$ cat src/rtl/sig_qual_pkg.sv
// Shared types and helpers for the sig_qualifier channel debouncer.
package sig_qual_pkg;

  typedef enum logic [1:0] {
    IDLE  = 2'd0,
    COUNT = 2'd1,
    VALID = 2'd2,
    HOLD  = 2'd3
  } chan_state_e;

  localparam int DEF_CNT_W = 4;

  // A programmed threshold of zero behaves like one: a single sample qualifies.
  function automatic logic [31:0] eff_thr(input logic [31:0] x);
    return (x == 32'd0) ? 32'd1 : x;
  endfunction

endpackage

$ cat src/rtl/sig_qual_chan.sv
// One qualifier channel: 4-state debounce FSM with saturating run counter,
// registered valid copy for rise/fall edge pulses.
module sig_qual_chan
  import sig_qual_pkg::*;
#(
  parameter int CNT_W = DEF_CNT_W
) (
  input  logic             clk,
  input  logic             rst_n,
  input  logic             en,
  input  logic             s,
  input  logic [CNT_W-1:0] on_thresh,
  input  logic [CNT_W-1:0] off_thresh,
  output logic             valid,
  output logic             rise,
  output logic             fall
);

  chan_state_e      state_q, state_d;
  logic [CNT_W-1:0] cnt_q, cnt_d;
  logic             valid_d_q;

  logic [CNT_W:0]   cnt_inc;
  logic [CNT_W-1:0] cnt_sat;
  logic [31:0]      inc_ext;
  logic [31:0]      on_thr;
  logic [31:0]      off_thr;

  always_comb begin
    on_thr  = eff_thr(32'(on_thresh));
    off_thr = eff_thr(32'(off_thresh));
    // Increment one bit wider so the threshold compare never sees a wrapped count.
    cnt_inc = (CNT_W+1)'(cnt_q) + (CNT_W+1)'(1);
    inc_ext = 32'(cnt_inc);
    cnt_sat = cnt_inc[CNT_W] ? {CNT_W{1'b1}} : cnt_inc[CNT_W-1:0];

    state_d = state_q;
    cnt_d   = cnt_q;

    if (!en) begin
      state_d = IDLE;
      cnt_d   = '0;
    end else begin
      case (state_q)
        IDLE: begin
          if (s) begin
            if (inc_ext >= on_thr) begin
              state_d = VALID;
              cnt_d   = '0;
            end else begin
              state_d = COUNT;
              cnt_d   = CNT_W'(1);
            end
          end else begin
            cnt_d = '0;
          end
        end
        COUNT: begin
          if (s) begin
            if (inc_ext >= on_thr) begin
              state_d = VALID;
              cnt_d   = '0;
            end else begin
              cnt_d = cnt_sat;
            end
          end else begin
            state_d = IDLE;
            cnt_d   = '0;
          end
        end
        VALID: begin
          if (s) begin
            cnt_d = '0;
          end else if (off_thr <= 32'd1) begin
            state_d = IDLE;
            cnt_d   = '0;
          end else begin
            state_d = HOLD;
            cnt_d   = CNT_W'(1);
          end
        end
        HOLD: begin
          if (s) begin
            state_d = VALID;
            cnt_d   = '0;
          end else if (inc_ext >= off_thr) begin
            state_d = IDLE;
            cnt_d   = '0;
          end else begin
            cnt_d = cnt_sat;
          end
        end
        default: begin
          state_d = IDLE;
          cnt_d   = '0;
        end
      endcase
    end
  end

  always_ff @(posedge clk or negedge rst_n) begin
    if (!rst_n) begin
      state_q   <= IDLE;
      cnt_q     <= '0;
      valid_d_q <= 1'b0;
    end else begin
      state_q   <= state_d;
      cnt_q     <= cnt_d;
      valid_d_q <= valid;
    end
  end

  // Decoded from registered state only, so sig never reaches the outputs combinationally.
  assign valid = (state_q == VALID) || (state_q == HOLD);
  assign rise  = valid & ~valid_d_q;
  assign fall  = ~valid & valid_d_q;

endmodule

$ cat src/rtl/sig_qualifier.sv
// N-channel signal qualifier with shared thresholds and enable.
// Define SIG_QUAL_SYNC_EN to insert a 2-flop synchronizer on every sig bit (+2 cycles latency).
module sig_qualifier
  import sig_qual_pkg::*;
#(
  parameter int N     = 1,
  parameter int CNT_W = DEF_CNT_W
) (
  input  logic             clk,
  input  logic             rst_n,
  input  logic             en,
  input  logic [N-1:0]     sig,
  input  logic [CNT_W-1:0] on_thresh,
  input  logic [CNT_W-1:0] off_thresh,
  output logic [N-1:0]     valid,
  output logic [N-1:0]     rise,
  output logic [N-1:0]     fall
);

  logic [N-1:0] sig_s;

`ifdef SIG_QUAL_SYNC_EN
  logic [N-1:0] sync1_q;
  logic [N-1:0] sync2_q;

  always_ff @(posedge clk or negedge rst_n) begin
    if (!rst_n) begin
      sync1_q <= '0;
      sync2_q <= '0;
    end else begin
      sync1_q <= sig;
      sync2_q <= sync1_q;
    end
  end

  assign sig_s = sync2_q;
`else
  assign sig_s = sig;
`endif

  generate
    for (genvar gi = 0; gi < N; gi++) begin : g_chan
      sig_qual_chan #(
        .CNT_W(CNT_W)
      ) u_chan (
        .clk       (clk),
        .rst_n     (rst_n),
        .en        (en),
        .s         (sig_s[gi]),
        .on_thresh (on_thresh),
        .off_thresh(off_thresh),
        .valid     (valid[gi]),
        .rise      (rise[gi]),
        .fall      (fall[gi])
      );
    end
  endgenerate

endmodule
$ cat config.mk
export PLATFORM = sky130hd
export DESIGN_NAME = sig_qualifier
export DESIGN_NICKNAME = d
export VERILOG_FILES = /design/src/rtl/sig_qual_pkg.sv /design/src/rtl/sig_qual_chan.sv /design/src/rtl/sig_qualifier.sv
export SDC_FILE = /design/constraint.sdc
export NUM_CORES = 1
export LEC_CHECK = 0
export BUFFER_PORTS_ARGS = -buffer_cell sky130_fd_sc_hd__clkbuf_2
export CAP_MARGIN = 20
export CORE_AREA = 3 3 40 42
export CTS_CLUSTER_DIAMETER = 100
export DETAILED_ROUTE_END_ITERATION = 7
export DIE_AREA = 0 0 43 45
export GPL_ROUTABILITY_DRIVEN = 0
export PLACE_DENSITY = 0.81
export SETUP_SLACK_MARGIN = 0.1
export SYNTH_ARGS = -nofsm -noshare
export SYNTH_HDL_FRONTEND = slang
export SYNTH_SLANG_ARGS = --single-unit
$ cat constraint.sdc
create_clock -name clk -period 4.5 [get_ports clk]
set_clock_uncertainty 0.2 [all_clocks]
set_input_delay 0.9 -clock clk [delete_from_list [all_inputs] [get_ports clk]]
set_output_delay 0.9 -clock clk [all_outputs]
set_load 0.01 [all_outputs]
==> flow_summary.toml, run 1 <==
[floorplan]
die_y_um = 45
ioPinCount = 15
die_area_sq_um = 1940
initial_utilization_pct = 47.0
die_x_um = 43
core_area_sq_um = 1280
rows = 13

[yosys]
yosysSeqAreaShare_pct = 29.0
avgSynthCellArea_sq_um = 8.89
netlist_area_sq_um = 604
ys_types = 29
syn_nets = 89
synth_area_leaders = "dfrtp_1 (29%), ha_1 (19%), inv_1 (5.6%), o21ai_0 (4.1%), a211oi_1 (3.7%)"
ys_warn_count = 0
synthCells = 68
synth_top_cell_by_area = "dfrtp_1"
synth.top_cell.area_share_pct = 29.0
ys_ff_latch = 7

[sta]
relSlewSlack_pct = 78.5
fin_crit_sh_pct = 57.6
slew_violations = 0
setup_violations = 0
rsz0062_at_grt = "false"
worst_slew_pin_slew_ns = 0.320
max_freq_mhz = 386
hold_violations = 0
period_minus_slack_ns = 2.59
setup_tns_ns = 0

[pwr]
switching_share_pct = 30.0
comb_power_share_pct = 22.2
p_switching_uw = 49.2
p_seq_share_pct = 42.1
p_per_area_nw_per_um2 = 231
peakVddDrop_uv = 195
intPower_uw = 115
p_leak_uw = 0.000379
power.share.clock_pct = 35.7

[routing]
via_count = 556
wl_per_cell_um = 13.4
dr.pass1.iters = 4
drcViolationCount = 0
drtAntennaViolNets = 0
drtIter0Drc = 22
finalWirelength_um = 1330
vias_per_cell = 5.62

[global_routing]
globalRouteTotalUtil_pct = 16.5
grt_pass1_wl_um = 2310
antenna_found_initial = 0
grt_max_degree = 12
overflow = 0
grt_pass1_vias = 544

[setup_path]
critPathMaxFanout = 4
crit_path_max_incr_delay_ns = 0.31
path_cells = "clkbuf_2, nor3_1, or2_1, ha_1, nand2b_1, a211oi_1, o21a_2, a22oi_2, a211oi_2"
setup.worst_path.end_class = "flop"
required_ns = 4.46
path_class = "primary input to flop"
worst_setup_path_start_kind = "primary input"
path_delay_family = "compound AO/OA/AOI/OAI gates"
cp_num_buf_inv = 1
critPathArrivalTime_ns = 2.56
slowest_stage = "nor3_1"

[place]
io_buffers = 14
place_hpwl_um = 1080

[clock_tree]
clk_pin_slew_ns = 0.06
post_cts_resized = 0
clkLatencyLatePin_ns = 0.26
cts.sinks = 7
cts_setup_buffers = 0
cts_max_level = 1
cts_buffers = 3
cts_tree = "built"
clock_path_buffers = 2
holdBufCountCts = 0
cts-root-buf = "clkbuf_4"

[flow_run]
maxCapViolations = 0

[final_layout]
area_growth_pct = 17.8
fin_util_pct = 55.4
antennaDiodeCount = 0
nets = 106
drive_gt1_share_pct = 29.8

[status]
status = "completed"

[hold_path]
hold_class = "primary input to async pin"
-- cells in the final DEF, fill, tap and decap left out, drive strengths merged, types with 2 or more instances in the layout --
cell type and count:
nand2b 2, a31o 2, nor2 5, a211oi 4
o21ai 6, inv 9, o21a 2, dfrtp 7
nor2b 2, nor3 4, ha 9, nand3 3
clkbuf 17, nand2 2
-- worst register-to-register path: stages (launching register included) --
cell	delay [ns]
dfrtp_1	0.44
ha_1	0.27
xor2_1	0.29
ha_1	0.29
o21a_1	0.18
o2bb2ai_2	0.26
a311oi_1	0.15
a211oi_2	0.21
-- path summary, 6_finish.rpt --
kind	from	cells past startpoint	slack (ns)	endpoint
min reg2reg	g_chan[0].u_chan.state_q[1]	0	0.39	g_chan[0].u_chan.valid_d_q
max reg2reg	g_chan[0].u_chan.cnt_q[0]	7	2.12	g_chan[0].u_chan.cnt_q[0]
min	rst_n	1	0.27	g_chan[0].u_chan.state_q[0]
max	off_thresh[1]	9	1.91	g_chan[0].u_chan.cnt_q[0]
max in group asynchronous	rst_n	1	3.66	g_chan[0].u_chan.cnt_q[1]
min in group clk	g_chan[0].u_chan.state_q[1]	0	0.39	g_chan[0].u_chan.valid_d_q
-- per-layer routing --
metal	vias up	wire [um]	track usage [%]
met5	-	0	0
met4	0	5	5.42
met3	2	68	7.57
met2	18	687	28.1
met1	258	569	18.4
li1	278	-	-
-- power groups by stage --
stage	clock network, uW	logic [uW]	registers (uW)
3_5_place_dp	0	35.9	70.0
5_1_grt	67.5	42.1	69.5
4_1_cts	62.5	36.5	68.9
3_3_place_gp	0	33.8	70.0
2_1_floorplan	0	24.0	68.4
6_report	58.6	36.4	69.2
-- cell type report --
| class | count | area [sq um] |
|---|---|---|
| flip-flops and latches | 7 | 175 |
| multi-input cells | 50 | 387 |
| well taps | 15 | 18.8 |
| fillers | 120 | 573 |
| repair buffers | 14 | 70.1 |
| inverters | 9 | 33.8 |
| clock inverters | 1 | 5.00 |
| clock buffers | 3 | 22.5 |
-- registers in the layout, indices dropped and copies added (netlist names) --
signal,flops
g_chan.u_chan.cnt_q,4
g_chan.u_chan.state_q,2
g_chan.u_chan.valid_d_q,1
-- stage by stage --
stage	area [sq um]	instances	hold slack, ns	setup WS (ns)	power, uW
CTS	712	99	0.261	1.93	168
finish	712	99	0.266	1.91	164
global placement	684	95	0.360	1.74	104
global route	712	99	0.256	1.77	179
detailed placement	684	95	0.380	1.66	106
floorplan	604	68	0.404	1.96	92.5
-- cells in the mapped netlist --
cell type and instances:
xnor2_1 1, o21a_2 1, a31o_1 1, nor2_1 5
a22oi_2 1, buf_2 1, a31o_2 1, o21ai_1 1
clkbuf_1 1, xor2_1 1, nand2_1 2, o211ai_1 1
inv_1 9, o21ai_0 5, nand2b_1 2, and3_4 1
or2_1 1, nor3_2 1, o21a_1 1, a211oi_1 3
nand3_1 3, o2bb2ai_2 1, a211oi_2 1, a21oi_1 1
nor2b_1 2, dfrtp_1 7, a311oi_1 1, ha_1 9
nor3_1 3
-- logic make-up (layout without fill, tap and decap cells) --
kind of cell / Yosys count / after routing / synth area share (%)
xor+xnor: 2 / 2 / 2.90
buf+inv: 11 / 27 / 7.04
simple gates: 20 / 20 / 18.0
flops: 7 / 7 / 29.0
fa+ha+maj: 9 / 9 / 18.6
compound gates: 19 / 19 / 24.4
No activity file was read; power rests on OpenSTA's default activity.
==> run 2: changes to the inputs <==
- ABC_AREA: unset -> 1
- CORE_AREA: 3 3 40 42 -> unset
- CORE_MARGIN: unset -> 3
- CORE_UTILIZATION: unset -> 48
- DIE_AREA: 0 0 43 45 -> unset
- PLACE_DENSITY: 0.81 -> 0.85
- clock period: 4.5 -> 2.3 ns (I/O delays scaled with it)
==> run 2 against run 1 <==
Die area is 6.8% higher. Clock power up 79%. Via count grew 36%. Utilization is 12 points higher. First-iteration DRC count is 23% lower. Hold slack better by 0.086 ns. Area after synthesis is 24% higher. Routed wire length up 26%. Worst setup slack worse by 1.7 ns.
==> flow_summary.toml, run 2 <==
[status]
status = "completed"

[place]
io_buffers = 14
place_ws_ns = 0.0222
place_hpwl_um = 1310

[pwr]
p_seq_share_pct = 29.9
comb_power_share_pct = 54.5
power_uw = 674
switching_share_pct = 45.0
power.share.clock_pct = 15.6
peakVddDrop_uv = 581
intPower_uw = 371
p_leak_uw = 0.000539
p_per_area_nw_per_um2 = 725
p_switching_uw = 303

[final_layout]
top_regs = "g_chan.u_chan.cnt_q: 4 flops, g_chan.u_chan.state_q: 2 flops, g_chan.u_chan.valid_d_q: 1 flops"
drive_gt1_share_pct = 30.5
largest-register = "g_chan.u_chan.cnt_q"
layout_common_cells = "nand2_1 (25), inv_1 (23), nor2_1 (15)"
area_growth_pct = 24.5
antennaDiodeCount = 0
nets = 153
mostFrequentLayoutCell = "nand2_1"
largest_reg_flops = 4
fill_cells = 120

[global_routing]
grt_max_degree = 10
grt_pass1_wl_um = 2620
antenna_found_initial = 0
globalRouteTotalUtil_pct = 17.0
grt_pass1_vias = 674
overflow = 0

[yosys]
synthCells = 111
synth-simple-area-share_pct = 38.2
yosysSeqAreaShare_pct = 23.5
netlist_area_sq_um = 747
yosys.area_share.adder_pct = 15.1
ys_ff_latch = 7
synth_top_cell_by_area = "dfrtp_1"
synth_xor_area_share_pct = 2.35
syn_nets = 132
synth_area_leaders = "dfrtp_1 (23%), ha_1 (15%), nand2_1 (13%), inv_1 (12%), nor2_1 (7.5%)"
async_flop_share_pct = 100
synth.top_cell.area_share_pct = 23.5
yosysMostFrequentCell = "nand2_1"
synth_top_family_by_area = "simple AND/OR/NAND/NOR gates"
synth_edf_count = 0
synth_mux_area_share_pct = 0
synth_commonest_cells = "nand2_1 (25), inv_1 (23), nor2_1 (15), ha_1 (9), dfrtp_1 (7)"
ys_types = 23
synthFlopType = "dfrtp_1"
ys_warn_count = 0
avgSynthCellArea_sq_um = 6.73
synth_compound_area_share_pct = 6.53

[routing]
drtIter0Drc = 17
dr.pass1.iters = 4
wl_per_cell_um = 11.5
finalWirelength_um = 1670
via_count = 758
vias_per_cell = 5.19
drtAntennaViolNets = 0
drcViolationCount = 0

[sta]
slew_violations = 0
worst_slew_pin_slew_ns = 0.304
fin_crit_sh_pct = 90.3
timing.hold.ws_ns = 0.351
hold_violations = 0
period_minus_slack_ns = 2.08
max_freq_mhz = 481
setup_violations = 0
setup_tns_ns = 0
rsz0062_at_grt = "false"
setup_slack_ns = 0.223
relSlewSlack_pct = 79.6

[clock_tree]
clkLatencyLatePin_ns = 0.24
clock_path_buffers = 2
clk_pin_slew_ns = 0.05
cts_buffers = 3
cts_max_level = 1
cts.sinks = 7
cts_tree = "built"
cts-root-buf = "clkbuf_4"

[floorplan]
die_area_sq_um = 2070
die_y_um = 45.5
initial_utilization_pct = 54.0
die_x_um = 45.5
rows = 13
core_area_sq_um = 1380
ioPinCount = 15

[hold_path]
whs_path_depth = 3
worstHoldEndpoint = "g_chan[0].u_chan.cnt_q[2]"
hp-start = "en"
hold_class = "primary input to flop"

[setup_path]
reg2reg_to = "g_chan[0].u_chan.cnt_q[0]"
required_ns = 2.27
critPathMaxFanout = 4
reg2regPathDepth = 10
setup.worst_path.end_class = "flop"
critPathArrivalTime_ns = 2.04
path_class = "flop to flop"
r2r_start = "g_chan[0].u_chan.cnt_q[0]"
worst_setup_path_start_kind = "flop"
r2r_slack_ns = 0.22

[flow_run]
maxCapViolations = 0
==> run 2: changes by cell type in the layout (fill, tap and decap cells not counted), moves of 3 or more <==
cell | previous run | this run
inv_1 | 9 | 23
nand2_2 | 0 | 3
nand2_1 | 2 | 25
buf_4 | 0 | 3
a211oi_1 | 3 | 0
nor2_1 | 5 | 15
nor2_2 | 0 | 3
o21ai_0 | 5 | 1
==> run 2: metrics by stage <==
| stage | cell area [sq um] | utilization, % | instances |
|---|---|---|---|
| 5_1_grt | 930 | 67.2 | 146 |
| 4_1_cts | 867 | 62.7 | 143 |
| 2_1_floorplan | 747 | - | 111 |
| 6_report | 930 | 67.2 | 146 |
| 3_5_place_dp | 821 | 59.4 | 138 |
| 3_3_place_gp | 821 | 59.4 | 138 |
==> run 2: layout make-up <==
| cell class | instances | area (sq um) | share of cell area [%] |
|---|---|---|---|
| Clock buffer | 4 | 26.3 | 2.83 |
| Multi-Input combinational cell | 78 | 512 | 55.0 |
| Timing Repair Buffer | 18 | 103 | 11.0 |
| Sequential cell | 7 | 178 | 19.1 |
| Inverter | 24 | 92.6 | 9.96 |
| Tap cell | 15 | 18.8 | 2.02 |
==> run 2: kinds of logic after synthesis <==
logic type	Yosys count
and+or+nand+nor	59
DFF	7
buffers and inverters	26
AOI/OAI and AO/OA	8
xor gates and xnor gates	2
adders and majority gates	9
==> run 2: worst max path at each step <==
stage                                   start                        end  slack [ns]  depth (start not counted)
global route        g_chan[0].u_chan.cnt_q[0]  g_chan[0].u_chan.cnt_q[2]        0.12                         10
detailed placement  g_chan[0].u_chan.cnt_q[0]  g_chan[0].u_chan.cnt_q[0]        0.02                         10
finish              g_chan[0].u_chan.cnt_q[0]  g_chan[0].u_chan.cnt_q[0]        0.22                         10
global placement    g_chan[0].u_chan.cnt_q[0]  g_chan[0].u_chan.cnt_q[3]        0.13                         10
floorplan           g_chan[0].u_chan.cnt_q[0]  g_chan[0].u_chan.cnt_q[1]        0.34                         10
CTS                 g_chan[0].u_chan.cnt_q[0]  g_chan[0].u_chan.cnt_q[0]        0.10                         10
==> run 2: metal layers <==
layer | wire, um | GRT usage, % | up-vias
met1 | 702 | 20.3 | 352
met5 | 0 | 0 | -
met4 | 12 | 8.77 | 0
met2 | 870 | 30.9 | 18
li1 | - | - | 386
met3 | 87 | 0 | 2
==> run 2: what timing repair did <==
action	4_1_cts	5_1_grt
resized for setup	2	7
hold buffers	1	0
pin swaps	1	2
hold endpoints to repair	7	0
setup endpoints to repair	6	6
cloned	0	0
buffers inserted	0	3
==> run 2: power by group through the flow <==
stage | clock, uW | combinational, uW | sequential, uW
3_3_place_gp | 0 | 322 | 195
6_report | 105 | 368 | 201
4_1_cts | 109 | 335 | 196
3_5_place_dp | 0 | 330 | 197
2_1_floorplan | 0 | 279 | 176
5_1_grt | 122 | 417 | 203
==> run 2: critical path, cell delays in order (launching register included) <==
cell	delay [ns]
dfrtp_2	0.44
ha_4	0.20
xor2_4	0.16
ha_1	0.30
nand2_1	0.09
nor2_1	0.05
nor2_1	0.11
nand3_1	0.12
nand2_2	0.11
nand3_1	0.10
a21oi_2	0.13
==> run 3: changes to the inputs <==
- PLACE_DENSITY: 0.85 -> 0.74
==> run 3 against run 2 <==
Sequential power is essentially flat. Critical path type unchanged. Via count decreased by 6.2%. Hold slack worse by 0.020 ns. Critical endpoint is now g_chan[0].u_chan.cnt_q[2]. Global-route usage grew 0.59 points. First-iteration DRC count fell by 59%.
==> flow_summary.toml, run 3 (synthesized netlist as in run 2, its figures left out) <==
[status]
status = "completed"

[clock_tree]
cts_buffers = 3
cts_max_level = 1
clock_path_buffers = 2
cts-root-buf = "clkbuf_4"
clk_pin_slew_ns = 0.05
clkLatencyLatePin_ns = 0.25
cts_tree = "built"
cts.sinks = 7

[routing]
via_count = 711
dr.pass1.iters = 4
vias_per_cell = 4.90
drtIter0Drc = 7
drtAntennaViolNets = 0
drcViolationCount = 0
finalWirelength_um = 1580
wl_per_cell_um = 10.9

[place]
io_buffers = 14
place_hpwl_um = 1290

[setup_path]
path_class = "flop to flop"
worst_setup_path_start_kind = "flop"
r2r_start = "g_chan[0].u_chan.cnt_q[0]"
crit_path_max_incr_delay_ns = 0.44
path_cells = "ha_4, xor2_4, ha_1, nand2_1, nor2_1, nor2_1, nand3_1, nand2_2, nand4_4, nor2_1"
required_ns = 2.28
path_common_cell = "nor2_1"
slowest_stage = "dfrtp_2"
reg2reg_to = "g_chan[0].u_chan.cnt_q[2]"
setup.worst_path.end_class = "flop"
critPathArrivalTime_ns = 2.10
r2r_slack_ns = 0.18
path_delay_family = "simple AND/OR/NAND/NOR gates"
critPathMaxFanout = 4
reg2regPathDepth = 10
cp_num_buf_inv = 0
path_depth = 10

[final_layout]
largest_reg_flops = 4
drive_gt1_share_pct = 31.5
antennaDiodeCount = 0
fill_cells = 137
largest-register = "g_chan.u_chan.cnt_q"
layout_common_cells = "nand2_1 (24), inv_1 (23), nor2_1 (15)"
mostFrequentLayoutCell = "nand2_1"
area_growth_pct = 25.1
fin_util_pct = 67.6
top_regs = "g_chan.u_chan.cnt_q: 4 flops, g_chan.u_chan.state_q: 2 flops, g_chan.u_chan.valid_d_q: 1 flops"
nets = 152

[hold_path]
hold_class = "primary input to flop"
whs_path_depth = 3
worstHoldEndpoint = "g_chan[0].u_chan.cnt_q[1]"
hp-start = "en"

[sta]
setup_violations = 0
relSlewSlack_pct = 79.8
period_minus_slack_ns = 2.12
slew_violations = 0
max_freq_mhz = 472
setup_tns_ns = 0
fin_crit_sh_pct = 92.1
hold_violations = 0
worst_slew_pin_slew_ns = 0.300
rsz0062_at_grt = "false"

[global_routing]
grt_max_degree = 10
grt_pass1_vias = 660
globalRouteTotalUtil_pct = 17.6
antenna_found_initial = 0
grt_pass1_wl_um = 2610
overflow = 0

[pwr]
peakVddDrop_uv = 570
p_leak_uw = 0.000537
p_per_area_nw_per_um2 = 732

[floorplan]
ioPinCount = 15
core_area_sq_um = 1380
initial_utilization_pct = 54.0
die_x_um = 45.5
die_area_sq_um = 2070
die_y_um = 45.5
rows = 13

[flow_run]
maxCapViolations = 0
run 3: power breakdown:
part / total (uW) / switching [uW] / internal (uW)
clock: 112 / 46.0 / 66.3
combinational: 374 / 214 / 161
sequential: 198 / 43.2 / 155
total: 685 / 303 / 382
run 3: worst max path at each step:
stage | start | end | slack [ns]
6_report | g_chan[0].u_chan.cnt_q[0] | g_chan[0].u_chan.cnt_q[2] | 0.18
5_1_grt | g_chan[0].u_chan.cnt_q[2] | g_chan[0].u_chan.cnt_q[0] | 0.08
4_1_cts | g_chan[0].u_chan.cnt_q[0] | g_chan[0].u_chan.cnt_q[0] | 0.11
3_5_place_dp | g_chan[0].u_chan.cnt_q[0] | g_chan[0].u_chan.cnt_q[0] | 0.05
3_3_place_gp | g_chan[0].u_chan.cnt_q[0] | g_chan[0].u_chan.cnt_q[3] | 0.11
2_1_floorplan | g_chan[0].u_chan.cnt_q[0] | g_chan[0].u_chan.cnt_q[1] | 0.34
run 3: tightest hold or removal path, delay by kind of cell:
family	cells	cell delay (ns)
simple gates	2	0.16
buf+inv	1	0.13
run 3: layout make-up:
class | instances | area, sq um | share of cell area [%]
sequential | 7 | 178 | 19.0
timing repair buffer | 17 | 95.1 | 10.2
multi-input combinational | 78 | 524 | 56.1
tap | 15 | 18.8 | 2.01
clock buffer | 4 | 26.3 | 2.81
inverter | 24 | 92.6 | 9.91
run 3: per-stage QoR:
step           hold WS, ns  power (uW)  instances  setup WS [ns]  area [sq um]
5_1_grt              0.335         771        145         0.0788           935
3_3_place_gp         0.102         520        138          0.110           821
2_1_floorplan      -0.0356         455        111          0.336           747
6_report             0.331         685        145          0.181           935
3_5_place_dp         0.107         528        138         0.0493           821
4_1_cts              0.327         645        143          0.112           865
run 3: repair_timing:
action / 4_1_cts / 5_1_grt
setup buffers: 0 / 2
endpoints found under the setup margin: 6 / 6
resized for setup: 1 / 11
hold buffers: 1 / 0
pin swaps: 0 / 7
hold endpoints to repair: 7 / 0
run 3: per-layer routing:
metal | part of all wire (%) | wire length [um] | track usage [%]
met4 | 0.63 | 10 | 5.85
met3 | 5.6 | 89 | 8.30
met5 | 0 | 0 | 0
met1 | 45 | 712 | 20.3
met2 | 49 | 767 | 28.4
